**src/rtl/branch_resolve_unit_if.sv**
```systemverilog
// Branch-resolve bus between the ID stage and the branch_resolve_unit.
//
// Signals (direction seen from the slave, i.e. the branch_resolve_unit):
//   stall_in       in   global hazard freeze from the hazard unit
//   is_branch      in   instruction in ID is a conditional branch
//   cmp_out        in   branch comparator result, 1 = condition true
//   operands_ready in   forwarded compare operands valid this cycle
//   id_pc          in   PC of the instruction in ID
//   branch_offset  in   sign-extended word offset
//   pc             out  current fetch address (registered)
//   if_flush       out  squash IF/ID at this edge (combinational)
//   stall_req      out  freeze IF/ID, bubble into EX (combinational)
//   branch_count   out  resolved branches (saturating)
//   taken_count    out  taken branches (saturating)
//   state_dbg      out  FSM state, 0 = RUN, 1 = WAIT_OPS
//
// Handshake: a branch in ID resolves on a rising edge when is_branch,
// operands_ready are 1 and stall_in is 0; while is_branch is 1 and the
// operands are not ready the unit holds stall_req high and the ID stage
// must keep the branch (and id_pc/branch_offset) stable until it resolves.
interface branch_resolve_unit_if #(
    parameter int PC_W  = 16,
    parameter int CNT_W = 16
);
    logic             stall_in;
    logic             is_branch;
    logic             cmp_out;
    logic             operands_ready;
    logic [PC_W-1:0]  id_pc;
    logic [PC_W-1:0]  branch_offset;
    logic [PC_W-1:0]  pc;
    logic             if_flush;
    logic             stall_req;
    logic [CNT_W-1:0] branch_count;
    logic [CNT_W-1:0] taken_count;
    logic             state_dbg;

    modport master (
        output stall_in, is_branch, cmp_out, operands_ready, id_pc, branch_offset,
        input  pc, if_flush, stall_req, branch_count, taken_count, state_dbg
    );

    modport slave (
        input  stall_in, is_branch, cmp_out, operands_ready, id_pc, branch_offset,
        output pc, if_flush, stall_req, branch_count, taken_count, state_dbg
    );
endinterface

```
**src/rtl/branch_resolve_unit.sv**
```systemverilog
// Program-counter and branch-resolution stage.
//
// Owns the fetch PC, resolves conditional branches from the ID-stage
// comparator result, flushes the wrong-path fetch on a taken branch, and
// requests a pipeline stall while the branch operands are still in flight.
// Keeps saturating resolved/taken branch counters for performance debug.
//
// Ports:
//   clk    rising-edge clock
//   rst_n  synchronous active-low reset
//   bus    branch_resolve_unit_if.slave (see interface header for signals)
module branch_resolve_unit #(
    parameter int              PC_W     = 16,
    parameter logic [PC_W-1:0] RESET_PC = '0,
    parameter int              CNT_W    = 16
) (
    input  logic                  clk,
    input  logic                  rst_n,
    branch_resolve_unit_if.slave  bus
);

    typedef enum logic {
        RUN      = 1'b0,
        WAIT_OPS = 1'b1
    } state_t;

    state_t           state_q, state_d;
    logic [PC_W-1:0]  pc_q, pc_d;
    logic [CNT_W-1:0] branch_count_q, branch_count_d;
    logic [CNT_W-1:0] taken_count_q, taken_count_d;

    logic             resolve;
    logic             stall_raw;
    logic [PC_W-1:0]  target;
    logic [PC_W-1:0]  pc_inc;

    always_comb begin
        resolve = bus.is_branch & bus.operands_ready & ~bus.stall_in;
        // Offsets are relative to the instruction after the branch; the
        // sum wraps silently modulo 2^PC_W.
        target  = bus.id_pc + PC_W'(1) + bus.branch_offset;
        pc_inc  = pc_q + PC_W'(1);

        // In WAIT_OPS the request stays up until the branch actually
        // resolves; in RUN it only reflects missing operands.
        if (state_q == WAIT_OPS) begin
            stall_raw = bus.is_branch & ~resolve;
        end else begin
            stall_raw = bus.is_branch & ~bus.operands_ready;
        end

        state_d        = state_q;
        pc_d           = pc_q;
        branch_count_d = branch_count_q;
        taken_count_d  = taken_count_q;

        // A global freeze holds PC, FSM and counters in either state.
        if (!bus.stall_in) begin
            if (bus.is_branch && bus.operands_ready) begin
                state_d = RUN;
                pc_d    = bus.cmp_out ? target : pc_inc;
                if (branch_count_q != '1) begin
                    branch_count_d = branch_count_q + CNT_W'(1);
                end
                if (bus.cmp_out && (taken_count_q != '1)) begin
                    taken_count_d = taken_count_q + CNT_W'(1);
                end
            end else if (bus.is_branch) begin
                state_d = WAIT_OPS;
            end else begin
                // Also covers a branch squashed externally while waiting.
                state_d = RUN;
                pc_d    = pc_inc;
            end
        end
    end

    always_ff @(posedge clk) begin
        if (!rst_n) begin
            state_q        <= RUN;
            pc_q           <= RESET_PC;
            branch_count_q <= '0;
            taken_count_q  <= '0;
        end else begin
            state_q        <= state_d;
            pc_q           <= pc_d;
            branch_count_q <= branch_count_d;
            taken_count_q  <= taken_count_d;
        end
    end

    // Flush and stall are mutually exclusive: flush needs resolve, while
    // stall needs either missing operands (RUN) or no resolve (WAIT_OPS).
    assign bus.if_flush     = rst_n & resolve & bus.cmp_out;
    assign bus.stall_req    = rst_n & stall_raw;
    assign bus.pc           = pc_q;
    assign bus.branch_count = branch_count_q;
    assign bus.taken_count  = taken_count_q;
    assign bus.state_dbg    = (state_q == WAIT_OPS);

endmodule

```
**src/flat_wrapper.sv**
```systemverilog
// flat-port wrapper written by rule: the top's interface ports become plain ports
module branch_resolve_unit_flat 
#(
    parameter int              PC_W     = 16,
    parameter logic [PC_W-1:0] RESET_PC = '0,
    parameter int              CNT_W    = 16
)
  (clk, rst_n, bus_stall_in, bus_is_branch, bus_cmp_out, bus_operands_ready, bus_id_pc, bus_branch_offset, bus_pc, bus_if_flush, bus_stall_req, bus_branch_count, bus_taken_count, bus_state_dbg);
  branch_resolve_unit_if #(.PC_W(PC_W), .CNT_W(CNT_W)) bus_i ();
  input  logic clk;
  input  logic rst_n;
  input wire logic [$bits(bus_i.stall_in)-1:0] bus_stall_in;
  input wire logic [$bits(bus_i.is_branch)-1:0] bus_is_branch;
  input wire logic [$bits(bus_i.cmp_out)-1:0] bus_cmp_out;
  input wire logic [$bits(bus_i.operands_ready)-1:0] bus_operands_ready;
  input wire logic [$bits(bus_i.id_pc)-1:0] bus_id_pc;
  input wire logic [$bits(bus_i.branch_offset)-1:0] bus_branch_offset;
  output wire logic [$bits(bus_i.pc)-1:0] bus_pc;
  output wire logic [$bits(bus_i.if_flush)-1:0] bus_if_flush;
  output wire logic [$bits(bus_i.stall_req)-1:0] bus_stall_req;
  output wire logic [$bits(bus_i.branch_count)-1:0] bus_branch_count;
  output wire logic [$bits(bus_i.taken_count)-1:0] bus_taken_count;
  output wire logic [$bits(bus_i.state_dbg)-1:0] bus_state_dbg;
  assign bus_i.stall_in = bus_stall_in;
  assign bus_i.is_branch = bus_is_branch;
  assign bus_i.cmp_out = bus_cmp_out;
  assign bus_i.operands_ready = bus_operands_ready;
  assign bus_i.id_pc = bus_id_pc;
  assign bus_i.branch_offset = bus_branch_offset;
  assign bus_pc = bus_i.pc;
  assign bus_if_flush = bus_i.if_flush;
  assign bus_stall_req = bus_i.stall_req;
  assign bus_branch_count = bus_i.branch_count;
  assign bus_taken_count = bus_i.taken_count;
  assign bus_state_dbg = bus_i.state_dbg;
  branch_resolve_unit #(.PC_W(PC_W), .RESET_PC(RESET_PC), .CNT_W(CNT_W)) u_core (.clk(clk), .rst_n(rst_n), .bus(bus_i));
endmodule
```
**config.mk**
```make
export PLATFORM = sky130hd
export DESIGN_NAME = branch_resolve_unit_flat
export DESIGN_NICKNAME = d
export VERILOG_FILES = /design/src/rtl/branch_resolve_unit_if.sv /design/src/rtl/branch_resolve_unit.sv /design/src/flat_wrapper.sv
export SDC_FILE = /design/constraint.sdc
export NUM_CORES = 1
export LEC_CHECK = 0
export ABC_AREA = 1
export BUFFER_PORTS_ARGS = -buffer_cell sky130_fd_sc_hd__buf_2
export CAP_MARGIN = 20
export CORE_ASPECT_RATIO = 0.9
export CORE_MARGIN = 5
export CORE_UTILIZATION = 55
export DETAILED_ROUTE_END_ITERATION = 6
export MAX_ROUTING_LAYER = met4
export PLACE_DENSITY = 0.82
export SLEW_MARGIN = 5
export SYNTH_ARGS = -nofsm -noshare
export SYNTH_HDL_FRONTEND = slang
export SYNTH_SLANG_ARGS = --single-unit
```
**constraint.sdc**
```tcl
create_clock -name clk -period 2.4 [get_ports clk]
set_clock_uncertainty 0.15 [all_clocks]
set_input_delay 0.24 -clock clk [delete_from_list [all_inputs] [get_ports clk]]
set_output_delay 0.24 -clock clk [all_outputs]
set_load 0.1 [all_outputs]
```
# Word-level counts from Yosys, hierarchy flattened
# Index checks and enable logic that the tools add are counted.
[word_totals]
reg_bits = 49
[op_classes]
n_addsub = 5
eq_ne = 3
n_mux = 6
bitwise_logic = 10
reduce_logical = 5
[ops]
columns = ["operator", "count"]
rows = [
  ["16-bit by 1-bit adder with 16-bit output, second input constant", 4],
  ["16-bit two-way mux", 3],
  ["16-bit inequality test, second input constant", 2],
  ["16-bit adder", 1],
  ["1-bit bitwise AND", 7],
  ["3-bit AND reduction", 2],
  ["1-bit two-way mux", 3],
  ["1-bit NOT", 3],
  ["1-bit logical AND", 2],
  ["2-bit by 1-bit inequality test with 1-bit output, second input constant", 1],
  ["2-bit AND reduction", 1],
]

# Logic depth before layout (Yosys ltp)
[depth]
ltp_word = 6
ltp_mapped = 14

# Least setup slack after synthesis
# No wires, ideal clock.
[synth_path]
path_kind = "reg2out"
start = "reg u_core.state_q (netlist: u_core.bus.state_dbg)"
end = "out bus_stall_req"
arrival_time_ns = 3.143
required_ns = 2.010
setup_slack_ns = -1.133
stages_incl_launch_ff = 3
n_path_buf = 0
path_cell_list = "dfxtp_1 > a21oi_1 > nor3_1"
[synth_via]
elab_chain_cells = 2
[synth_lines]
columns = ["element", "line", "rtl"]
rows = [
  ["start: declaration", "branch_resolve_unit.sv:27", "state_t state_q, state_d;"],
  ["start signal: assignment", "branch_resolve_unit.sv:85", "state_q <= state_d;"],
  ["1-bit two-way mux", "branch_resolve_unit.sv:46", "if (state_q == WAIT_OPS) begin"],
  ["1-bit bitwise AND", "branch_resolve_unit.sv:95", "assign bus.stall_req = rst_n & stall_raw;"],
  ["end: declaration", "flat_wrapper.sv:20", "output wire logic [$bits(bus_i.stall_req)-1:0] bus_stall_req;"],
]
# Every way passes these cells.

# Worst setup path in the final report
[layout_path]
start = "reg u_core.taken_count_q[0] (netlist: u_core.bus.taken_count[0])"
end = "reg u_core.taken_count_q[14] (netlist: u_core.bus.taken_count[14])"
[layout_via]
elab_chain_cells = 3
[layout_lines]
columns = ["element", "line", "rtl"]
rows = [
  ["start: declaration", "branch_resolve_unit.sv:30", "logic [CNT_W-1:0] taken_count_q, taken_count_d;"],
  ["start signal: assignment", "branch_resolve_unit.sv:88", "taken_count_q <= taken_count_d;"],
  ["branches (longest 3 deep; another with 16-bit by 1-bit adder with 16-bit output)", "--", ""],
]
# Parallel ways; which one is timed is not known.
# A chain may end at the register's enable or synchronous reset.

==> results summary <==
The worst hold path class is in -> reg. The synthesized design contains 0 enable-type register cells. The die width is ~96 µm. The number of buffers created by CTS came out at 5.

After synthesis, the cell types taking the most area are sky130_fd_sc_hd__dfxtp_1 (27%), sky130_fd_sc_hd__nand2_1 (17%), sky130_fd_sc_hd__nand3_1 (7.7%). The average cell area after synthesis is around 6.2 µm². The worst setup path is captured at a register. The setup TNS after final layout came out at 0 ps. The kind of cell with the highest combined delay along the critical path is simple AND/OR/NAND/NOR gates. The hold violation count in the final report came out at 0. The first routing iteration left 308 violations. The count of nets after finishing came out at ~750. sky130_fd_sc_hd__dfxtp_1 takes more of the synthesized area than any other cell. The total power draw came out at around 1.9 mW. Traced cell by cell, the critical path runs through ha_1, nand3_1, nor2_1, nand3_1, nand2_1, nand2_4, inv_2, nand2_1, a21oi_1. The die footprint is 8470 µm². The final-report setup violation count came out at 0.

Counting both buffers and inverters, the worst setup path holds a total of 1. The initial antenna violation count was 0. Synthesis produced 600 cells. The count of cells resized by post-cts repair came out at 0. The logic depth of the worst path, buffers included came out at 9. Row generation in the floorplan step produced 28 rows. After clock tree synthesis, the clock-pin slew on the worst setup and hold paths is approximately 80 ps. The endpoint identified for the worst register-to-register timing path is u_core.bus.taken_count[14]$_SDFFE_PN0P_.

The routability congestion estimate from global placement is between 0.9 and 1. The total inserted antenna cells came out at 0. Once routing completed, OpenROAD measured the worst setup slack at around 530 ps.

Post-CTS timing repair inserted 0 buffers for setup. The cell area power density is ~430 nW/µm². The area overhead of the layout relative to synthesis came out at 18.2%. The mean routed wirelength per cell came out at between 10 and 15 µm.

The maximum number of pins on one net before global-route repair came out at 21. Dividing the final minimum period by the clock period gives 0.778. Detailed routing inserted a total of 4,204 vias. Synthesis instantiated 37 different standard cells from the library.

The register-to-register path setup slack came out at 530 ps. By count the netlist is led by sky130_fd_sc_hd__nand2_1 (164), sky130_fd_sc_hd__inv_1 (74), sky130_fd_sc_hd__nor2_1 (60). The largest individual stage delay along the critical path comes from the cell sky130_fd_sc_hd__dfxtp_2.

The total global-route track usage came out at 0.258. The startpoint of the most critical register-to-register path is u_core.bus.taken_count[0]$_SDFFE_PN0P_. For hold timing, the worst endpoint is u_core.bus.state_dbg$_SDFFE_PN0N_.

The total of hold buffers inserted after clock tree synthesis came out at 0. The number of optimization iterations in the first detailed-route pass came out at 6. The share of cells above drive strength 1 came out at 0.184. The biggest cell delay along the critical path is about 380 ps. The register cell area after layout came out at about 990 µm².

By startpoint and endpoint, the worst setup path is classified as reg -> reg. The largest vdd supply drop is 413 µV. The endpoint required time on the critical path is roughly 2500 ps. The worst pin sits at a relative slew slack of 0.666. The post-route DRC violation count is 0. The count of cells in the finished layout, fillers not included, comes to about 780. The sequential area share after synthesis came out at 0.265. The largest fanout of any net on the critical path is 17. The most common cell in the synthesized netlist is sky130_fd_sc_hd__nand2_1. The synthesized netlist net count came out at roughly 660. The total half-perimeter wirelength after legalization and detailed placement is roughly 8200 µm. The total of warnings raised by yosys is 0. The fraction of synthesized cell area taken by the top area cell type came out at 0.265. The post-detailed-route via-to-cell ratio came out at ~5.4.

For this run the aggregate overflow at the end of global routing stands at 0. The count of port buffers added during placement is slightly below 90. The run finished with clean final reports. The number of I/O pins came out at roughly 90.

The floorplan step set the die height to ~88 µm. The flip-flop and latch count after synthesis is 49. The max-slew violation count was 0. CTS saw about 50 sinks. The area of combinational cells with multiple inputs came out at 2380 µm².

Among all flip-flop cells after synthesis, the most frequent one is sky130_fd_sc_hd__dfxtp_1. The global-route wire length before repair came out at about 17,000 µm. The final critical-path required period is approximately 1900 ps. The CTS tree is done. The data arrival time of the critical path is around 2000 ps. Once detail routing completed, the nets flagged for antenna violations numbered 0.

The static leakage came out at 2.08 nW. The number of fillers in the final layout is a little over 600. The H-tree was split into 2 levels. The clock insertion delay at the later pin of the skew report is about 300 ps.

The cell area after technology mapping came out at ~3700 µm². The number of placed instances with taps included is just under 800. The actual slew at the worst max-slew pin is 504 ps.

Counting instances, the worst hold path has a depth of 2. The number of cells on the worst reg-to-reg path came out at 9. The startpoint identified for the worst hold timing path is bus_stall_in. In this run the clock root is driven by a sky130_fd_sc_hd__clkbuf_8. Setup repair after global routing left no endpoint under its margin. The starting density of the core is 0.565. The startpoint type of the worst setup path is a register. The area of the core is between 6000 and 7000 µm².

The final hold slack is around 70 ps. The maximum clock frequency came out at between 500 and 600 MHz. Across the run, the number of max-cap violations was 0. In this run the deepest clock path goes through 2 buffers. The async set-or-reset flop fraction in the synthesized netlist is 0. The final layout contains routed wiring with a total length of a little over 10,000 µm. Timing analysis after detailed placement gives a worst setup slack of ~280 ps. The number of global-route vias before repair is approximately 3,800.
[worst reg2reg max path, cell delays in order (launching register included)]
cell and delay [ps]:
sky130_fd_sc_hd__dfxtp_2 380, sky130_fd_sc_hd__ha_1 210, sky130_fd_sc_hd__nand3_1 100, sky130_fd_sc_hd__nor2_1 210
sky130_fd_sc_hd__nand3_1 130, sky130_fd_sc_hd__nand2_1 120, sky130_fd_sc_hd__nand2_4 130, sky130_fd_sc_hd__inv_2 160
sky130_fd_sc_hd__nand2_1 70, sky130_fd_sc_hd__a21oi_1 140
[layer usage]
layer	up-vias	GRT usage	share of wire
met2	143	0.398	0.45
met4	0	0.0484	0.0091
li1	2135	-	-
met5	-	-	0
met1	1913	0.364	0.47
met3	13	0.0352	0.068
[cells in the final DEF, fill, tap and decap left out, drive strengths merged]
cell type / synthesis / final
nand2: 170 / 170
buf: 4 / 93
inv: 77 / 77
nor2: 61 / 61
nand3: 59 / 59
a21oi: 51 / 51
dfxtp: 49 / 49
o21ai: 39 / 39
nor3: 19 / 19
ha: 18 / 18
nand4: 12 / 12
xnor2: 10 / 10
xor2: 7 / 7
clkbuf: 5 / 7
o21a: 4 / 4
clkinv: 3 / 3
or2: 2 / 2
nand3b: 2 / 2
nor4: 1 / 1
and2: 1 / 1
a31oi: 1 / 1
o21bai: 1 / 1
a21boi: 1 / 1
a22o: 1 / 1
a32o: 1 / 1
fa: 1 / 1
[per-stage QoR]
stage,util,instance area (µm²)
floorplan,-,3720
global placement,0.654,4290
global route,0.667,4370
detailed placement,0.654,4290
CTS,0.667,4370
finish,0.667,4370
[registers in the layout, summed over array words and instances (netlist names)]
name / count
u_core.bus.branch_count: 16
u_core.bus.pc: 16
u_core.bus.state_dbg: 1
u_core.bus.taken_count: 16
[worst max-delay path by stage]
| stage | end | slack, ps | start |
|---|---|---|---|
| after floorplan | bus_stall_req | -300 | u_core.bus.state_dbg$_SDFFE_PN0N_ |
| after global placement | u_core.bus.pc[14]$_SDFFE_PN0P_ | 370 | bus_branch_offset[0] |
| after detailed placement | u_core.bus.pc[14]$_SDFFE_PN0P_ | 280 | bus_id_pc[0] |
| after CTS | u_core.bus.taken_count[14]$_SDFFE_PN0P_ | 530 | u_core.bus.taken_count[0]$_SDFFE_PN0P_ |
| after global routing | u_core.bus.taken_count[4]$_SDFFE_PN0P_ | 350 | u_core.bus.taken_count[0]$_SDFFE_PN0P_ |
| final | u_core.bus.taken_count[14]$_SDFFE_PN0P_ | 530 | u_core.bus.taken_count[0]$_SDFFE_PN0P_ |
[cell type report]
type                            count  share of cell area
Clock buffer                        7              0.0197
Inverter                           80              0.0690
Multi-Input combinational cell    462               0.543
Sequential cell                    49               0.226
Tap cell                           90              0.0258
Timing Repair Buffer               93               0.116
[report_power, final]
part	internal, mW	total [mW]	switching, mW
registers	0.833	0.858	0.0253
logic	0.151	0.538	0.387
clock network	0.229	0.496	0.267
[logic make-up (layout without fill, tap and decap cells)]
family                   Yosys count  count (layout)  share of synthesized area
flip-flops                        49              49                      0.265
buffers and inverters             89             180                     0.0954
adder cells (fa/ha/maj)           19              19                     0.0663
XOR/XNOR                          17              17                     0.0402
AND/OR/NAND/NOR                  327             327                      0.391
AO/OA/AOI/OAI                     99              99                      0.142
No activity file was read; power rests on OpenSTA's default activity.
